`config.mk`:
```
export PLATFORM = sky130hd
export DESIGN_NAME = conv_window_gen
export DESIGN_NICKNAME = d
export VERILOG_FILES = /design/src/rtl/conv_window_gen.sv
export SDC_FILE = /design/constraint.sdc
export NUM_CORES = 1
export LEC_CHECK = 0
export ABC_AREA = 1
export ABC_CLOCK_PERIOD_IN_PS = 4000
export BUFFER_PORTS_ARGS = -buffer_cell sky130_fd_sc_hd__buf_2
export CORE_ASPECT_RATIO = 1.1
export CORE_MARGIN = 5
export CORE_UTILIZATION = 40
export DETAILED_ROUTE_END_ITERATION = 16
export PLACE_DENSITY = 0.56
export SLEW_MARGIN = 20
export SYNTH_ARGS = -nofsm -noshare
export SYNTH_HDL_FRONTEND = slang
export SYNTH_SLANG_ARGS = --single-unit
```
`constraint.sdc`:
```
create_clock -name clk -period 4 [get_ports clk]
set_clock_uncertainty 0.05 [all_clocks]
set_input_delay 0.6 -clock clk [delete_from_list [all_inputs] [get_ports clk]]
set_output_delay 0.6 -clock clk [all_outputs]
set_load 0.02 [all_outputs]
```
`src/rtl/conv_window_gen.sv`:
```
// Streaming 5x5 sliding-window generator: line buffers plus a shifting window register.
// Optional frame counter output enabled by defining CONV_WINDOW_GEN_STATUS_EN.
module conv_window_gen #(
    parameter int IMG_W   = 28,
    parameter int IMG_H   = 28,
    parameter int IntSize = 8,
    parameter int K       = 5
) (
    input  logic                   clk,
    input  logic                   rst_n,
    input  logic [IntSize-1:0]     pix_in,
    input  logic                   pix_valid,
    input  logic                   pix_sof,
    output logic                   pix_ready,
    output logic [K*K*IntSize-1:0] win_out,
    output logic                   win_valid,
    input  logic                   win_ready,
    output logic                   win_last
`ifdef CONV_WINDOW_GEN_STATUS_EN
    ,
    output logic [15:0]            frame_cnt
`endif
);

    localparam int NLB = K - 1;
    localparam int CW  = (IMG_W > 1) ? $clog2(IMG_W) : 1;
    localparam int RW  = (IMG_H > 1) ? $clog2(IMG_H) : 1;

    genvar gi;

    logic [CW-1:0]      col_reg;
    logic [RW-1:0]      row_reg;
    logic [CW-1:0]      cur_col;
    logic [RW-1:0]      cur_row;
    logic [CW-1:0]      next_col;
    logic               at_end_col;
    logic               at_end_row;
    logic               accept;
    logic               complete;
    logic               win_valid_reg;
    logic               win_last_reg;
    logic [IntSize-1:0] lb_rd   [NLB];
    logic [IntSize-1:0] new_col [K];

    assign pix_ready = !win_valid_reg || win_ready;
    assign win_valid = win_valid_reg;
    assign win_last  = win_last_reg;

    // A start-of-frame pixel overrides the counters and is taken as (0,0).
    always_comb begin
        accept     = pix_valid && pix_ready;
        cur_col    = pix_sof ? '0 : col_reg;
        cur_row    = pix_sof ? '0 : row_reg;
        at_end_col = (cur_col == CW'(IMG_W - 1));
        at_end_row = (cur_row == RW'(IMG_H - 1));
        next_col   = at_end_col ? '0 : cur_col + 1'b1;
        complete   = (cur_col >= CW'(K - 1)) && (cur_row >= RW'(K - 1));
    end

    // Line buffer gi holds row (row - K + 1 + gi); on each accepted pixel the
    // column shifts up one buffer. The read is registered one pixel ahead.
    generate
        for (gi = 0; gi < NLB; gi++) begin : g_lb
            logic [IntSize-1:0] mem [IMG_W];
            logic [IntSize-1:0] rd_reg;
            logic [IntSize-1:0] wr_data;

            if (gi == NLB - 1) begin : g_top
                assign wr_data = pix_in;
            end else begin : g_mid
                assign wr_data = lb_rd[gi + 1];
            end

            always_ff @(posedge clk) begin
                if (accept) begin
                    mem[cur_col] <= wr_data;
                    rd_reg       <= mem[next_col];
                end
            end

            assign lb_rd[gi] = rd_reg;
        end

        for (gi = 0; gi < K; gi++) begin : g_col
            if (gi < NLB) begin : g_old
                assign new_col[gi] = lb_rd[gi];
            end else begin : g_new
                assign new_col[gi] = pix_in;
            end
        end

        // Window cell k = r*K + c; columns move left, the new column enters at c = K-1.
        for (gi = 0; gi < K * K; gi++) begin : g_win
            logic [IntSize-1:0] cell_reg;
            logic [IntSize-1:0] cell_next;

            if ((gi % K) == K - 1) begin : g_edge
                assign cell_next = new_col[gi / K];
            end else begin : g_shift
                assign cell_next = win_out[IntSize*(gi+1) +: IntSize];
            end

            always_ff @(posedge clk or negedge rst_n) begin
                if (!rst_n) begin
                    cell_reg <= '0;
                end else if (accept) begin
                    cell_reg <= cell_next;
                end
            end

            assign win_out[IntSize*gi +: IntSize] = cell_reg;
        end
    endgenerate

    always_ff @(posedge clk or negedge rst_n) begin
        if (!rst_n) begin
            col_reg       <= '0;
            row_reg       <= '0;
            win_valid_reg <= 1'b0;
            win_last_reg  <= 1'b0;
        end else begin
            if (win_ready) begin
                win_valid_reg <= 1'b0;
                win_last_reg  <= 1'b0;
            end
            if (accept) begin
                col_reg <= next_col;
                if (at_end_col) begin
                    row_reg <= at_end_row ? '0 : cur_row + 1'b1;
                end else begin
                    row_reg <= cur_row;
                end
                if (complete) begin
                    win_valid_reg <= 1'b1;
                    win_last_reg  <= at_end_col && at_end_row;
                end
            end
        end
    end

`ifdef CONV_WINDOW_GEN_STATUS_EN
    // Counts completed frames: the final window of a frame handing off downstream.
    always_ff @(posedge clk or negedge rst_n) begin
        if (!rst_n) begin
            frame_cnt <= 16'd0;
        end else if (win_valid_reg && win_ready && win_last_reg) begin
            frame_cnt <= frame_cnt + 16'd1;
        end
    end
`endif

endmodule
```
# --- Word level (Yosys, flattened, before mapping) ---
# Memory sizes are Yosys's and may differ from the RTL's. A register that Yosys moved wholly into a read port is not among the register bits.
# Cells that the tools add are included.
totals:
  word_cells: 57
  n_memories: 4
  in_bits: 13
  ram_bits: 896
  output_inout_bits: 203
  reg_bits: 212
mem_list:
  columns: ["memory", "words", "word_bits", "read_ports", "rd_clocked_by_memory_dff", "write_ports", "line", "source"]
  rows:
  - ["g_lb[0].mem", 28, 8, 1, 1, 1, "64", "logic [IntSize-1:0] mem [IMG_W];"]
  - ["g_lb[1].mem", 28, 8, 1, 1, 1, "64", null]
  - ["g_lb[2].mem", 28, 8, 1, 1, 1, "64", null]
  - ["g_lb[3].mem", 28, 8, 1, 1, 1, "64", null]
op_classes:
  n_eq_ne: 2
  add_sub_neg: 2
  n_lt_le_gt_ge: 2
  mux: 13
  n_reduce_logical: 5
ops:
  columns: ["cell", "count"]
  rows:
  - ["5-bit two-way mux", 5]
  - ["5-bit by 1-bit adder with 5-bit output, second input constant", 2]
  - ["5-bit == test, second input constant", 2]
  - ["5-bit by 3-bit greater-or-equal comparator with 1-bit output, second input constant", 2]
  - ["1-bit two-way mux", 8]
  - ["1-bit logical AND", 3]
  - ["1-bit logical NOT", 1]
  - ["1-bit logical OR", 1]

# --- Longest topological paths before layout ---
# Gate-level depths: netlist of the first run.
depth:
  word_depth: 5
  ltp_mapped: 18
  depth_no_buf: 15

# --- Worst setup path before layout of the first run ---
# No wires, ideal clock.
synth_timing:
  path_type: "input port to flip-flop"
  from: "input port win_ready"
  to: "memory g_lb[0].mem[16][0], enable pin"
  t_arrival_ns: 2.966
  path_buffers: 1
  path_stages: 7
  setup_time_ns: 0.421
  required_ns: 3.529
  path_slack_ns: 0.563
  path_cell_list: "inv_1 -> nand2_1 -> nand2_1 -> inv_1 -> clkbuf_1 -> nand2_1 -> nor2_1"
synth_between:
  elab_chain_cells: 4
synth_rtl:
  columns: ["item", "line", "source"]
  rows:
  - ["from (decl)", "17", "input logic win_ready,"]
  - ["1-bit logical OR", "45", "assign pix_ready = !win_valid_reg || win_ready;"]
  - ["net pix_ready", "14", "output logic pix_ready,"]
  - ["1-bit logical AND", "51", "accept = pix_valid && pix_ready;"]
  - ["1-bit two-way mux", "75", "if (accept) begin"]
  - ["1-bit two-way mux (implied by the code)", "76", "mem[cur_col] <= wr_data;"]
  - ["to (decl)", "64", null]
# The timed path passes the listed nets, and every way through them passes these cells.

# --- Final worst setup path of the first run ---
layout_timing:
  from: "register col_reg[0]"
  to: "memory g_lb[1].mem[1][1], enable pin"
layout_between:
  elab_chain_cells: 1
layout_rtl:
  columns: ["item", "line", "source"]
  rows:
  - ["from (decl)", "31", "logic [CW-1:0] col_reg;"]
  - ["from (signal assigned)", "127", "col_reg <= next_col;"]
  - ["5-bit two-way mux", "52", "cur_col = pix_sof ? '0 : col_reg;"]
  - ["to (decl)", "64", null]
# No other way between the ends.

==> summary.md, run 1 <==
| Metric | Value |
|---|---|
| IO Count | `216` |
| Synth cell types | `28` |
| Worst Path Arrival | `around 3200 ps` |
| P per Cell Area | `544 mW/mm^2` |
| I/O Buffers | `~220` |
| Core Area | `around 0.11 mm^2` |
| Max reg flops | `around 900` |
| Most frequent cells in the layout | `nand2_1 (1791), edfxtp_1 (928), nand3_1 (781), buf_2 (214), dfrtp_1 (211)` |
| Site row count | `130` |
| CTS tree | `yes` |
| Largest delay share family, worst path | `simple AND/OR/NAND/NOR gates` |
| Average size of a mapped cell | `11.0 um^2` |
| Root Driver | `clkbuf_16` |
| P_int | `between 20 and 25 mW` |
| Remaining DRCs | `0` |
| Synth Cell Area | `approximately 0.046 mm^2` |
| Synth warn | `0` |
| Ratio of cells with drive above 1 in the final layout | `roughly an eighth` |
| Max Clk Rate | `between 300 and 400 MHz` |
| Slew Limit Fails | `0` |
| Largest family of logic cells by synthesized area | `simple AND/OR/NAND/NOR gates` |
| Worst-Margin Slew | `between 1000 and 1500 ps` |
| Worst Path Buf+Inv | `3` |
| Clock Sinks | `~1100` |
| Post-synth top area cell | `edfxtp_1` |
| Flops & latches, synth | `about 1100` |
| Max_cap viols | `0` |
| Most common cell after layout, fill and taps aside | `nand2_1` |
| Peak supply drop | `between 0.4 and 0.5 mV` |
| Initial antenna violation count | `5` |
| PostCTS Resize Cnt | `0` |
| Pin count of the biggest net entering global routing | `about 220` |
| Slowest stage delay, CP | `roughly 610 ps` |
| Slowest cell on crit path | `nor2_4` |
| Compound-gate portion of the synthesized area | `0.747%` |
| Per-cell routed wire length | `about 22 um` |
| Worst Hold Class | `input pin to flop` |
| Post-route ant nets | `0` |
| Vias in the first global route | `29600` |
| Combinational fraction of design power | `a little over an eighth` |
| Filler cells | `approximately 11000` |
| Initial Utilization | `40.2%` |
| Antenna Cells | `0` |
| RSZ-0062 raised after global routing | `false` |
| Clock insertion delay at the later pin of the skew report | `around 700 ps` |
| Tmin final | `approximately 2900 ps` |
| Status | `complete, no violations` |
| WS Path Type | `flop to flop` |
| Type of origin of the critical path | `flop` |
| Most common cell on crit path | `nor2_4` |
| Grt ovf | `0` |
| Cells after synthesis | `between 4000 and 5000` |
| Post-Synth Adder-Cell Area | `less than 1%` |
| CP required | `roughly 4300 ps` |
| Pre-antenna DRT Iters | `5` |
| Longest Clk Path Bufs | `3` |
| Xor/xnor share of the synthesized area | `less than 1%` |
| Post-synthesis mux area share | `0%` |
| DIE WIDTH | `approximately 330 um` |
| Setup Viol. Count Final | `0` |
| Postcts setup bufs | `0` |
| Psw | `between 7 and 8 mW` |
| Tcrit/Tclk final | `72.5%` |
| Post-synthesis sequential area ratio | `between 70 and 80%` |
| Max FO, Critical Path | `22` |
| Switch share | `27.6%` |
| Sequential cell area | `around 0.033 mm^2` |
| Layout area overhead | `15.3%` |
| CP Capture Type | `flop` |
| Simple-gate share of the synthesized area | `between 20% and 30%` |
| Final WL | `~130000 um` |
| GRT Overall Usage | `a little over a fifth` |
| Power share of the clock group | `between 30% and 40%` |
| Nets | `around 4400` |
| Die area | `~0.12 mm^2` |
| Multi-input logic area | `roughly 0.012 mm^2` |
| GPL Wtd Cong | `0.795` |
| Share of power burned in registers | `between 40% and 50%` |
| Synth top area cells | `edfxtp_1 (61%), nand2_1 (15%), dfrtp_1 (12%)` |
| Global-route wire length before repair | `195000 um` |
| Reg clk slew, reported paths | `60 ps` |
| DR vias | `31200` |
| CTS buffer count | `around 120` |
| Fin util | `around 46%` |
| Final Hold Vio Count | `0` |
| DR vias/cell | `5.22` |
| Net count of the mapped netlist | `~4200` |
| Post-cts hold buffer count | `1` |
| Total negative slack | `0 ps` |
| Worst relative slew slack | `a little under a quarter` |
| Synth top area share | `between 60% and 70%` |
| P_leak | `about 22 nW` |
| H-tree levels | `3` |
| Dpl hpwl | `between 70000 and 80000 um` |
| Crit-path cells | `inv_1 > nor2_4 > buf_4 > ha_1 > nand2_1 > nor2_4 > buf_12` |
| Chip height | `around 370 um` |
| Initial DRC count | `approximately 2800` |
-- final cells by class --
| type | instances | area share [%] |
|---|---|---|
| Sequential cell | 1140 | 62.7 |
| Multi-Input combinational cell | 2694 | 21.8 |
| Clock buffer | 167 | 6.20 |
| Timing Repair Buffer | 327 | 4.28 |
| Tap cell | 1518 | 3.59 |
| Clock inverter | 50 | 0.884 |
| Inverter | 76 | 0.581 |
-- power by group through the flow --
stage / Sequential (mW) / Combinational (mW) / Clock [mW]
after floorplan: 14.8 / 1.93 / 0
after global placement: 14.5 / 3.81 / 0
after detailed placement: 14.5 / 3.87 / 0
after CTS: 14.3 / 3.89 / 10.9
after global routing: 14.3 / 4.32 / 11.4
final: 14.2 / 3.93 / 10.7
-- synthesized netlist by cell type --
master,count
nor2_2,2
o21ai_1,1
a31oi_1,1
clkbuf_1,115
ha_1,5
nand2_1,1793
nor3_1,1
o22ai_1,2
a21oi_1,6
nor2_1,41
buf_4,18
nand3_1,781
o21ai_0,44
buf_1,28
buf_6,1
dfrtp_1,212
xor2_1,1
nand3_2,2
buf_2,99
o211ai_1,8
nand2_2,2
o21ai_2,1
xnor2_1,1
nand4_1,1
inv_2,4
edfxtp_1,928
nand2_4,1
inv_1,72
-- worst register-to-register path, delay by kind of cell, from the launching register on --
| family | cells | cell delay, ps |
|---|---|---|
| fa+ha+maj | 1 | 210 |
| buf+inv | 3 | 700 |
| simple gates | 3 | 1150 |
| flops | 1 | 460 |
-- metal layers --
metal	global-route usage (%)	up-vias	part of all wire [%]	wire (um)
li1	-	14500	-	-
met1	30.1	15200	44	57300
met2	33.2	1182	45	59700
met3	4.24	220	8.2	10800
met4	5.92	2	2.8	3670
met5	0	-	0.0053	7
-- kinds of logic after synthesis --
family	count (synthesis)
simple gates	2624
flops	1140
compound gates	63
xor+xnor	2
fa+ha+maj	5
buf+inv	337
-- stage by stage --
step                      cells  cell area [um^2]  power (mW)  setup WS, ps  hold slack [ps]
final                      5972             53000        28.8          1100              177
after global routing       5972             53000        30.0           963              200
after CTS                  5968             52900        29.0          1140              135
after detailed placement   5750             49100        18.4           800              405
after global placement     5747             49100        18.4           837              406
after floorplan            4171             45900        16.7           563              254
-- worst paths after layout --
check                                            start                                 end  slack (ps)  cells after the start
setup / recovery                col_reg[0]$_DFFE_PN0P_         g_lb[1].mem[1][1]$_DFFE_PP_        1100                      7
hold / removal                               win_ready                  win_last$_DFF_PN0_         180                      4
setup reg to reg                col_reg[0]$_DFFE_PN0P_         g_lb[1].mem[1][1]$_DFFE_PP_        1100                      7
hold reg to reg            g_lb[0].rd_reg[0]$_DFFE_PP_   g_win[3].cell_next[0]$_DFFE_PN0P_         410                      2
max in group asynchronous                        rst_n  g_win[15].cell_next[5]$_DFFE_PN0P_        2630                      3
min in group asynchronous                        rst_n    g_win[0].cell_reg[1]$_DFFE_PN0P_         390                      2
(Power assumes the default switching activity.)
==> run 2, diff against run 1 <==
--- a/config.mk
+++ b/config.mk
@@ -6,13 +6,13 @@
 export NUM_CORES = 1
 export LEC_CHECK = 0
 export ABC_AREA = 1
-export ABC_CLOCK_PERIOD_IN_PS = 4000
+export ABC_CLOCK_PERIOD_IN_PS = 2500
 export BUFFER_PORTS_ARGS = -buffer_cell sky130_fd_sc_hd__buf_2
 export CORE_ASPECT_RATIO = 1.1
 export CORE_MARGIN = 5
 export CORE_UTILIZATION = 40
 export DETAILED_ROUTE_END_ITERATION = 16
-export PLACE_DENSITY = 0.56
+export PLACE_DENSITY = 0.58
 export SLEW_MARGIN = 20
 export SYNTH_ARGS = -nofsm -noshare
 export SYNTH_HDL_FRONTEND = slang
==> constraint.sdc (replaced) <==
create_clock -name clk -period 2.5 [get_ports clk]
set_clock_uncertainty 0.05 [all_clocks]
set_input_delay 0.375 -clock clk [delete_from_list [all_inputs] [get_ports clk]]
set_output_delay 0.375 -clock clk [all_outputs]
set_load 0.02 [all_outputs]
==> run 2 against run 1 <==
Compared with the run above:
- die area did not move
- worst hold slack got worse by 130 ps
- register-to-register slack got worse by 980 ps
- design area rose by 3.0%
- first-iteration DRC count rose by 17%
==> summary.md, run 2 (synthesis gave the netlist of run 1 again) <==
| Metric | Value |
|---|---|
| Status | `complete, no violations` |
| Reg-to-reg slack, setup | `120 ps (-980 ps)` |
| Core Area | `0.114 mm^2 (unchanged)` |
| CP required | `2870 ps (-1450 ps)` |
| Highest routed layer | `met5` |
| CTS tree | `yes` |
| Initial Utilization | `40.2% (unchanged)` |
| Antenna Cells | `0 (unchanged)` |
| H-tree levels | `3 (unchanged)` |
| Root Driver | `clkbuf_16` |
| Tmin final | `2380 ps (-516 ps)` |
| Slew Limit Fails | `0 (unchanged)` |
| Metal-1 WL | `58700 um (+2.3%)` |
| DR vias/cell | `5.28 (+1.2%)` |
| Max Clk Rate | `419 MHz (+22%)` |
| DIE WIDTH | `333 um (unchanged)` |
| Grt ovf | `0 (unchanged)` |
| Total power draw | `45.8 mW (+59%)` |
| Tcrit/Tclk final | `95.4% (+23 points)` |
| Per-cell routed wire length | `22.1 um (+0.41%)` |
| Remaining DRCs | `0 (unchanged)` |
| Layout area overhead | `18.8%` |
| Die area | `0.122 mm^2 (unchanged)` |
| P per Cell Area | `839 mW/mm^2 (+54%)` |
| Hold path start | `pix_in[1]` |
| Ratio of cells with drive above 1 in the final layout | `13.8% (+1.7 points)` |
| Met2 routed WL | `63300 um (+5.9%)` |
| Clock insertion delay at the later pin of the skew report | `710 ps (about the same)` |
| Initial DRC count | `3254 (+17%)` |
| Most common cell after layout, fill and taps aside | `nand2_1` |
| Type of origin of the critical path | `flop` |
| Fin util | `47.8% (+1.4 points)` |
| Worst Hold Path EP | `g_lb[3].mem[18][1]$_DFFE_PP_` |
| Setup Viol. Count Final | `0 (unchanged)` |
| P_leak | `22.2 nW (+3.2%)` |
| Most frequent cells in the layout | `nand2_1 (1791), edfxtp_1 (928), nand3_1 (781), buf_2 (214), dfrtp_1 (211)` |
| Longest Clk Path Bufs | `3 (unchanged)` |
| GRT Overall Usage | `21.6% (+0.47 points)` |
| Chip height | `365 um (unchanged)` |
| Metal3 WL | `9150 um (-16%)` |
| Global-route wire length before repair | `201000 um (+3.0%)` |
| CP Capture Type | `flop` |
| FF-to-FF path depth | `12 (+5)` |
| DR vias | `32100 (+2.9%)` |
| Worst Path Arrival | `2750 ps (-470 ps)` |
| I/O Buffers | `215 (unchanged)` |
| Final WL | `134000 um (+2.1%)` |
| CTS buffer count | `117 (+0.86%)` |
| Dpl hpwl | `76100 um (+7.2%)` |
| Post-route ant nets | `0 (unchanged)` |
| Worst relative slew slack | `30.5% (+7.2 points)` |
| Site row count | `130 (unchanged)` |
| Max FO, Critical Path | `24 (+9.1%)` |
| Pre-antenna DRT Iters | `6 (+1)` |
| WS Path Type | `flop to flop` |
| Clock Sinks | `1140 (unchanged)` |
| Vias in the first global route | `30700 (+3.5%)` |
| FF-to-FF End | `g_lb[2].wr_data[7]$_DFFE_PP_` |
| Final Hold Vio Count | `0 (unchanged)` |
| IO Count | `216 (unchanged)` |
| Reg clk slew, reported paths | `60 ps (about the same)` |
| Worst Hold Class | `input pin to flop` |
| RR Startpoint | `col_reg[0]$_DFFE_PN0P_` |
| Initial antenna violation count | `2 (-3)` |
| Pin count of the biggest net entering global routing | `138 (-36%)` |
| GPL Wtd Cong | `0.808 (+1.7%)` |
| Hold-critical path depth | `1 (-3)` |
| Max_cap viols | `0 (unchanged)` |
| Peak supply drop | `0.554 mV (+37%)` |
| Worst-Margin Slew | `1040 ps (-108 ps)` |
| Max reg flops | `896 (unchanged)` |
| Nets | `4480 (+2.4%)` |
[run 2: changes by cell type in the layout (fill, tap and decap cells not counted), sizes merged]
| cell | previous run | this run |
|---|---|---|
| clkinv | 40 | 34 |
| dlygate4sd3 | 1 | 3 |
| buf | 326 | 427 |
| bufinv | 6 | 3 |
| clkbuf | 167 | 174 |
[run 2: stage by stage]
stage / area [um^2] / cells / worst slack, ps / setup TNS [ps] / hold slack, ps
2_1_floorplan: 46100 / 4171 / -326 / -201270 / 29.4
3_3_place_gp: 50800 / 5848 / -92.7 / -2970 / 278
3_5_place_dp: 50800 / 5848 / -50.1 / -1170 / 283
4_1_cts: 54400 / 6063 / 85.3 / 0 / 15.0
5_1_grt: 54500 / 6073 / -6.35 / -11.1 / 56.5
6_report: 54500 / 6073 / 116 / 0 / 51.2
[run 2: area by class of cell]
class                           instances  area [um^2]
Clock buffer                          171         3200
Inverter                               76          313
Multi-Input combinational cell       2694        11600
Tap cell                             1518         1900
Sequential cell                      1140        33200
Timing Repair Buffer                  433         4070
Clock inverter                         41          325
Fill cell                           10300        59600
[run 2: repair_timing]
action	CTS	global route
endpoints found under the hold margin	226	0
buffers inserted	0	6
setup endpoints to repair	0	13
hold buffers	3	0
gates resized for setup	0	4
[run 2: worst max-delay path by stage]
stage | to | start | slack (ps) | depth (start not counted)
floorplan | g_lb[0].mem[19][0]$_DFFE_PP_ | win_valid$_DFF_PN0_ | -330 | 6
global placement | g_lb[3].mem[4][0]$_DFFE_PP_ | pix_sof | -90 | 8
detailed placement | g_lb[2].wr_data[7]$_DFFE_PP_ | pix_sof | -50 | 14
CTS | g_lb[1].wr_data[5]$_DFFE_PP_ | col_reg[0]$_DFFE_PN0P_ | 90 | 15
global route | g_lb[2].wr_data[7]$_DFFE_PP_ | col_reg[0]$_DFFE_PN0P_ | -6 | 14
finish | g_lb[2].wr_data[7]$_DFFE_PP_ | col_reg[0]$_DFFE_PN0P_ | 120 | 12
[run 2: power by group]
part	switching (mW)	leakage (nW)	internal, mW
clock network	7.13	1.72	9.14
registers	0.598	11.1	21.9
logic	4.85	9.41	2.17
total	12.6	22.2	33.2
[run 2: layer usage]
layer  vias up  track usage, %
li1      14800               -
met1     15900            30.7
met2      1218            35.4
met3       210            2.82
met4         2            5.69
met5         -               0
[run 2: critical path, cell delays in order, from the launching register on]
cell,delay [ps]
dfrtp_4,440
buf_4,160
nand2_4,80
ha_4,350
buf_12,210
buf_12,200
nand3_1,100
nand2_1,80
nand2_1,50
nand3_1,80
nand2_1,70
nand2_1,130
nand2_1,70
